**src/rtl/cpu_pkg.sv**
```systemverilog
// ----------------------------------------------------------------------------
// cpu_pkg
// Shared definitions for the multi-cycle 8-puzzle CPU core:
//   - 4-bit opcode constants OP_NOP..OP_HALT
//   - 3-bit sequencer state encoding (FETCH..HALT)
//   - instruction field bit positions and small field-extraction helpers
// ----------------------------------------------------------------------------
package cpu_pkg;

   localparam logic [3:0] OP_NOP  = 4'd0;
   localparam logic [3:0] OP_ADD  = 4'd1;
   localparam logic [3:0] OP_SUB  = 4'd2;
   localparam logic [3:0] OP_AND  = 4'd3;
   localparam logic [3:0] OP_OR   = 4'd4;
   localparam logic [3:0] OP_XOR  = 4'd5;
   localparam logic [3:0] OP_SHL  = 4'd6;
   localparam logic [3:0] OP_SHR  = 4'd7;
   localparam logic [3:0] OP_LDI  = 4'd8;
   localparam logic [3:0] OP_LD   = 4'd9;
   localparam logic [3:0] OP_ST   = 4'd10;
   localparam logic [3:0] OP_JMP  = 4'd11;
   localparam logic [3:0] OP_JZ   = 4'd12;
   localparam logic [3:0] OP_JNZ  = 4'd13;
   localparam logic [3:0] OP_RSV  = 4'd14;
   localparam logic [3:0] OP_HALT = 4'd15;

   typedef enum logic [2:0] {
      ST_FETCH  = 3'd0,
      ST_DECODE = 3'd1,
      ST_EXEC   = 3'd2,
      ST_MEM    = 3'd3,
      ST_WB     = 3'd4,
      ST_HALT   = 3'd5
   } state_e;

   localparam int OP_MSB   = 15;
   localparam int OP_LSB   = 12;
   localparam int DST_MSB  = 11;
   localparam int DST_LSB  = 8;
   localparam int SRC0_MSB = 7;
   localparam int SRC0_LSB = 4;
   localparam int SRC1_MSB = 3;
   localparam int SRC1_LSB = 0;
   localparam int IMM_MSB  = 7;
   localparam int IMM_LSB  = 0;

   function automatic logic [3:0] f_opcode(input logic [15:0] ir);
      return ir[OP_MSB:OP_LSB];
   endfunction

   // Opcodes 1..7 are the ALU group: they write dst and update zf.
   function automatic logic f_is_alu(input logic [3:0] op);
      return (op >= OP_ADD) && (op <= OP_SHR);
   endfunction

endpackage

```
**src/rtl/cpu_regfile.sv**
```systemverilog
// ----------------------------------------------------------------------------
// cpu_regfile
// 16 x DATA_W register file, no hardwired zero register.
// Ports:
//   clk, rst_n          clock / async active-low reset (all registers -> 0)
//   raddr0_i/rdata0_o   asynchronous read port 0
//   raddr1_i/rdata1_o   asynchronous read port 1
//   we_i/waddr_i/wdata_i synchronous write port
// ----------------------------------------------------------------------------
module cpu_regfile #(
   parameter int DATA_W = 40
) (
   input  logic              clk,
   input  logic              rst_n,
   input  logic [3:0]        raddr0_i,
   output logic [DATA_W-1:0] rdata0_o,
   input  logic [3:0]        raddr1_i,
   output logic [DATA_W-1:0] rdata1_o,
   input  logic              we_i,
   input  logic [3:0]        waddr_i,
   input  logic [DATA_W-1:0] wdata_i
);

   logic [DATA_W-1:0] regs_q [16];

   // Register storage with single synchronous write port.
   always_ff @(posedge clk or negedge rst_n) begin
      if (!rst_n) begin
         for (int i = 0; i < 16; i++) begin
            regs_q[i] <= '0;
         end
      end else if (we_i) begin
         regs_q[waddr_i] <= wdata_i;
      end
   end

   assign rdata0_o = regs_q[raddr0_i];
   assign rdata1_o = regs_q[raddr1_i];

endmodule

```
**src/rtl/cpu_core_mc.sv**
```systemverilog
// ----------------------------------------------------------------------------
// cpu_core_mc
// Multi-cycle CPU core: FETCH -> DECODE -> EXEC -> [MEM] -> [WB] sequencer,
// 16-entry register file, inline ALU, zero flag and an absorbing HALT state.
// Instruction and data memories are reached through req/ack ports, so both
// may insert wait states.
// Ports:
//   clk, rst_n                      clock / async active-low reset
//   imem_req/imem_addr              fetch request, address = pc
//   imem_ack/imem_data              fetch completion and instruction word
//   dmem_req/dmem_we/dmem_addr/dmem_wdata  data access request (we=1 store)
//   dmem_ack/dmem_rdata             access completion and load data
//   halted, pc_dbg                  status: in HALT, current pc
// Optional (macro CPU_PERF_CNT_EN):
//   cycle_cnt   non-HALT cycle counter, 32-bit wrapping
//   instret_cnt retired-instruction counter, 32-bit wrapping
// ----------------------------------------------------------------------------
module cpu_core_mc
   import cpu_pkg::*;
#(
   parameter int DATA_W  = 40,
   parameter int PC_W    = 6,
   parameter int DADDR_W = 8
) (
   input  logic               clk,
   input  logic               rst_n,
   output logic               imem_req,
   output logic [PC_W-1:0]    imem_addr,
   input  logic               imem_ack,
   input  logic [15:0]        imem_data,
   output logic               dmem_req,
   output logic               dmem_we,
   output logic [DADDR_W-1:0] dmem_addr,
   output logic [DATA_W-1:0]  dmem_wdata,
   input  logic               dmem_ack,
   input  logic [DATA_W-1:0]  dmem_rdata,
   output logic               halted,
   output logic [PC_W-1:0]    pc_dbg
`ifdef CPU_PERF_CNT_EN
   ,
   output logic [31:0]        cycle_cnt,
   output logic [31:0]        instret_cnt
`endif
);

   state_e            state_q, state_d;
   logic [PC_W-1:0]   pc_q, pc_d;
   logic [15:0]       ir_q, ir_d;
   logic              zf_q, zf_d;
   logic [DATA_W-1:0] a_q, a_d, b_q, b_d, res_q, res_d;
   logic              imem_req_q, dmem_req_q, dmem_we_q, halted_q;

   logic [3:0]        opc_s;
   logic [DATA_W-1:0] rd0_s, rd1_s, alu_s;
   logic [PC_W-1:0]   target_s;
   logic              rf_we_s;

   assign opc_s    = f_opcode(ir_q);
   assign target_s = ir_q[PC_W-1:0];

   cpu_regfile #(.DATA_W(DATA_W)) u_rf (
      .clk      (clk),
      .rst_n    (rst_n),
      .raddr0_i (ir_q[SRC0_MSB:SRC0_LSB]),
      .rdata0_o (rd0_s),
      .raddr1_i (ir_q[SRC1_MSB:SRC1_LSB]),
      .rdata1_o (rd1_s),
      .we_i     (rf_we_s),
      .waddr_i  (ir_q[DST_MSB:DST_LSB]),
      .wdata_i  (res_q)
   );

   // ALU on the latched operands.
   always_comb begin
      alu_s = '0;
      case (opc_s)
         OP_ADD:  alu_s = a_q + b_q;
         OP_SUB:  alu_s = a_q - b_q;
         OP_AND:  alu_s = a_q & b_q;
         OP_OR:   alu_s = a_q | b_q;
         OP_XOR:  alu_s = a_q ^ b_q;
         OP_SHL:  alu_s = {a_q[DATA_W-2:0], 1'b0};
         OP_SHR:  alu_s = {1'b0, a_q[DATA_W-1:1]};
         default: alu_s = '0;
      endcase
   end

   // Sequencer next-state and datapath register updates.
   always_comb begin
      state_d = state_q;
      pc_d    = pc_q;
      ir_d    = ir_q;
      zf_d    = zf_q;
      a_d     = a_q;
      b_d     = b_q;
      res_d   = res_q;
      rf_we_s = 1'b0;
      case (state_q)
         ST_FETCH: begin
            // An ack is only honoured while our request is actually up.
            if (imem_req_q && imem_ack) begin
               ir_d    = imem_data;
               pc_d    = pc_q + PC_W'(1);
               state_d = ST_DECODE;
            end else begin
               state_d = ST_FETCH;
            end
         end
         ST_DECODE: begin
            a_d     = rd0_s;
            b_d     = rd1_s;
            state_d = ST_EXEC;
         end
         ST_EXEC: begin
            if (f_is_alu(opc_s)) begin
               res_d   = alu_s;
               zf_d    = (alu_s == '0);
               state_d = ST_WB;
            end else begin
               case (opc_s)
                  OP_LDI: begin
                     res_d   = DATA_W'(ir_q[IMM_MSB:IMM_LSB]);
                     state_d = ST_WB;
                  end
                  OP_LD, OP_ST: state_d = ST_MEM;
                  OP_JMP: begin
                     pc_d    = target_s;
                     state_d = ST_FETCH;
                  end
                  OP_JZ: begin
                     if (zf_q) pc_d = target_s;
                     else      pc_d = pc_q;
                     state_d = ST_FETCH;
                  end
                  OP_JNZ: begin
                     if (!zf_q) pc_d = target_s;
                     else       pc_d = pc_q;
                     state_d = ST_FETCH;
                  end
                  OP_HALT: state_d = ST_HALT;
                  default: state_d = ST_FETCH;
               endcase
            end
         end
         ST_MEM: begin
            if (dmem_req_q && dmem_ack) begin
               if (opc_s == OP_LD) begin
                  res_d   = dmem_rdata;
                  state_d = ST_WB;
               end else begin
                  state_d = ST_FETCH;
               end
            end else begin
               state_d = ST_MEM;
            end
         end
         ST_WB: begin
            rf_we_s = 1'b1;
            state_d = ST_FETCH;
         end
         ST_HALT: state_d = ST_HALT;
         default: state_d = ST_FETCH;
      endcase
   end

   // State, datapath registers and request outputs; requests are derived
   // from the next state so they are up in the first cycle of FETCH/MEM
   // and drop the cycle after the ack.
   always_ff @(posedge clk or negedge rst_n) begin
      if (!rst_n) begin
         state_q    <= ST_FETCH;
         pc_q       <= '0;
         ir_q       <= 16'h0000;
         zf_q       <= 1'b0;
         a_q        <= '0;
         b_q        <= '0;
         res_q      <= '0;
         imem_req_q <= 1'b0;
         dmem_req_q <= 1'b0;
         dmem_we_q  <= 1'b0;
         halted_q   <= 1'b0;
      end else begin
         state_q    <= state_d;
         pc_q       <= pc_d;
         ir_q       <= ir_d;
         zf_q       <= zf_d;
         a_q        <= a_d;
         b_q        <= b_d;
         res_q      <= res_d;
         imem_req_q <= (state_d == ST_FETCH);
         dmem_req_q <= (state_d == ST_MEM);
         dmem_we_q  <= (state_d == ST_MEM) && (opc_s == OP_ST);
         halted_q   <= (state_d == ST_HALT);
      end
   end

   assign imem_req   = imem_req_q;
   assign imem_addr  = pc_q;
   assign dmem_req   = dmem_req_q;
   assign dmem_we    = dmem_we_q;
   // Operand registers stay constant throughout MEM, keeping addr/wdata stable.
   assign dmem_addr  = b_q[DADDR_W-1:0];
   assign dmem_wdata = a_q;
   assign halted     = halted_q;
   assign pc_dbg     = pc_q;

`ifdef CPU_PERF_CNT_EN
   logic [31:0] cycle_cnt_q, instret_cnt_q;

   // Performance counters: non-HALT cycles and instructions retired on the
   // return to FETCH (entering HALT is not a retirement).
   always_ff @(posedge clk or negedge rst_n) begin
      if (!rst_n) begin
         cycle_cnt_q   <= 32'd0;
         instret_cnt_q <= 32'd0;
      end else begin
         if (state_q != ST_HALT) cycle_cnt_q <= cycle_cnt_q + 32'd1;
         else                    cycle_cnt_q <= cycle_cnt_q;
         if ((state_d == ST_FETCH) &&
             ((state_q == ST_EXEC) || (state_q == ST_MEM) || (state_q == ST_WB)))
            instret_cnt_q <= instret_cnt_q + 32'd1;
         else
            instret_cnt_q <= instret_cnt_q;
      end
   end

   assign cycle_cnt   = cycle_cnt_q;
   assign instret_cnt = instret_cnt_q;
`endif

endmodule
```
**config.mk**
```make
export PLATFORM = sky130hd
export DESIGN_NAME = cpu_core_mc
export DESIGN_NICKNAME = d
export VERILOG_FILES = /design/src/rtl/cpu_pkg.sv /design/src/rtl/cpu_regfile.sv /design/src/rtl/cpu_core_mc.sv
export SDC_FILE = /design/constraint.sdc
export NUM_CORES = 2
export LEC_CHECK = 0
export CAP_MARGIN = 15
export CORE_MARGIN = 2
export CORE_UTILIZATION = 35
export CTS_BUF_LIST = sky130_fd_sc_hd__clkbuf_4 sky130_fd_sc_hd__clkbuf_8
export CTS_CLUSTER_SIZE = 24
export DETAILED_ROUTE_END_ITERATION = 7
export PLACE_DENSITY = 0.52
export SLEW_MARGIN = 15
export SYNTH_ARGS = -nofsm -noshare
export SYNTH_HDL_FRONTEND = slang
export SYNTH_HIERARCHICAL = 1
export SYNTH_SLANG_ARGS = --single-unit
```
**constraint.sdc**
```tcl
create_clock -name clk -period 4.2 [get_ports clk]
set_clock_uncertainty 0.05 [all_clocks]
set_input_delay 0.42 -clock clk [delete_from_list [all_inputs] [get_ports clk]]
set_output_delay 0.42 -clock clk [all_outputs]
set_load 0.1 [all_outputs]
```
==> impl_metrics.yaml <==
critical_path:
  crit_arrival_ns: 5.08
  cp-end-kind: "flop"
  worstSetupStartpointType: "flop"
  path_class: "reg -> reg"
  worstPathMaxFanout: 4
  crit_chain: "or4_4 > nand4b_4 > nor2_4 > and3_4 > nor2_2 > xnor2_2 > ha_1 > a21oi_1 > o21ai_2 > buf_4 > nor2_1 > nand4_1 > buf_4 > a21oi_2 > xor2_1 > o21ai_1 > a2111oi_1 > and4_1 > nand4_1 > nand2_1"
  slowest_delay_ns: 0.56
  cp_slowest_cell: "or4_4"
  critical_path_required_ns: 4.92
  ff2ff_setup_slack_ns: -0.16
drt:
  via_per_inst: 5.73
  antenna_left: 0
  wirelength_um: 157000
  drc_errors: 0
  wl_per_cell_um: 27.1
  dr.pass1.iters: 5
  drtIter0Drc: 2919
  vias: 33200
global_route:
  first_global_vias: 34100
  overflow: 0
  grt_pass1_wl_um: 233000
  track_usage_pct: 23.1
  antenna_found_initial: 9
  grt_max_degree: 95
synthesis:
  async_flop_share_pct: 100
  ys_types: 96
  synth_edf_count: 0
  avgSynthCellArea_um2: 12.7
  syn_inst: 3655
  synth_area_mm2: 0.0463
  yosys_warnings: 6
  synth_flop_cell: "dfrtp_1"
  seq_area_frac_synth_pct: 42.7
  synth_seq_cells: 790
  synth.net_count: 3837
placement:
  io_buffers: 123
  place_ws_ns: -0.540
  hpwl_um: 104000
  place.gp.congestion: 0.922
cts:
  cts_tree: "done"
  worstSkewPairLatency_ns: 0.84
  cts.sinks: 790
  h-tree-depth: 4
  cts_buffers: 135
  clk_pin_slew_ns: 0.06
  cts_buffer_depth: 3
  clock-root-buffer: "clkbuf_8"
floorplanning:
  dieArea_mm2: 0.135
  core_mm2: 0.131
  die_x_um: 368
  rows: 133
  fp.dieH_um: 368
  ios: 124
  start_util_pct: 35.2
finish:
  layout-drive-gt1-share_pct: 43.0
  final_cell_mix: "dfrtp_1 (784), mux2_2 (534), mux4_2 (328), nand2_1 (299), buf_4 (295)"
  final_common_cell: "dfrtp_1"
  syn2layout_area_growth_pct: 18.6
  fin_nets: 4125
min_path:
  hold_path.class: "in -> reg"
sta:
  post-route-min-period_ns: 4.36
  fin_ws_ns: -0.164
  tightestPinTransition_ns: 1.10
  relSlewSlack_pct: 26.6
  hold_slack_ns: 0.0897
  finalHoldViolations: 0
  fin_crit_sh_pct: 104
  rsz0062_at_grt: "yes"
  clock.fmax_mhz: 229
  setup_viol: 8
  drv_slew: 0
job:
  drv_cap: 0
outcome:
  violations: "setup timing"
  status: "finished, violations left"
-- flip-flops by register name, indices dropped and copies added, names as in the netlist --
name         cells
b_q             40
dmem_req         1
dmem_wdata      40
dmem_we          1
halted           1
imem_addr        6
imem_req         1
ir_q            16
res_q           40
state_q          3
u_rf/regs_q    640
zf_q             1
-- metrics by stage --
step / cell area [um^2] / setup TNS, ns / util [%] / instances
floorplan: 46300 / 0 / - / 3655
global placement: 51300 / -3.79 / 39.1 / 5545
detailed placement: 51300 / -4.32 / 39.1 / 5545
CTS: 54400 / -0.737 / 41.4 / 5782
global route: 54900 / -2.90 / 41.8 / 5793
finish: 54900 / -0.890 / 41.8 / 5794
-- final cells by class --
type                            count  area, um^2
Antenna cell                        3        7.51
Clock buffer                      207        2590
Clock inverter                     23         198
Fill cell                       12400       76500
Inverter                          103         387
Multi-Input combinational cell   2438       25300
Sequential cell                   790       19800
Tap cell                         1755        2200
Timing Repair Buffer              475        4460
-- cells by family (layout without fill, tap and decap cells) --
kind of cell    count (synthesis)  after routing  share of synthesized area, %
simple gates                  598            598                          5.96
xor+xnor                       67             67                          1.28
mux                          1006           1006                          33.4
compound gates                645            645                          8.99
flops                         790            790                          42.7
fa+ha+maj                     122            122                          3.31
buf+inv                       427            808                          4.42
other cells                     0              3                             0
-- path summary, 6_finish.rpt --
path	end	from	depth (start not counted)
setup / recovery	zf_q	b_q[8]	20
hold / removal	ir_q[0]	imem_data[0]	3
setup reg to reg	zf_q	b_q[8]	20
hold reg to reg	u_rf/regs_q[513]	u_rf/regs_q[513]	1
max in group asynchronous	u_rf/regs_q[47]	rst_n	4
min in group asynchronous	u_rf/regs_q[446]	rst_n	2
-- routing by layer --
metal	GRT usage, %	wire length (um)
met1	32.6	70400
met4	6.51	4060
met2	36.6	72800
met5	0	0
met3	4.07	9590
-- critical path, delay by kind of cell, from the launching register on --
family | cells | cell delay, ns
AOI/OAI and AO/OA | 5 | 0.93
xor gates and xnor gates | 2 | 0.38
and+or+nand+nor | 10 | 1.88
adders and majority gates | 1 | 0.35
buffers and inverters | 2 | 0.31
DFF | 1 | 0.38
-- cells in the mapped netlist, drive strengths merged (19+ instances only) --
cell,count,area (um^2)
dfrtp,790,19800
mux2,659,7870
mux4,328,7390
nand2,307,1150
o21ai,206,1030
a22oi,169,1270
buf,168,1080
clkbuf,156,586
a21oi,123,642
ha,121,1510
nor2,106,405
inv,102,383
xnor2,61,542
nand3,32,160
nor3,29,150
mux2i,19,190
-- what timing repair did --
action / 4_1_cts / 5_1_grt
hold endpoints to repair: 68 / 0
gates resized for setup: 44 / 132
gates cloned: 0 / 0
setup buffers: 6 / 9
endpoints found under the setup margin: 22 / 26
hold buffers: 1 / 0
pin swaps: 32 / 54
Power is left out: the tool's default activity adds up to more than one toggle a clock period on the data nets, which glitch-free logic cannot reach.
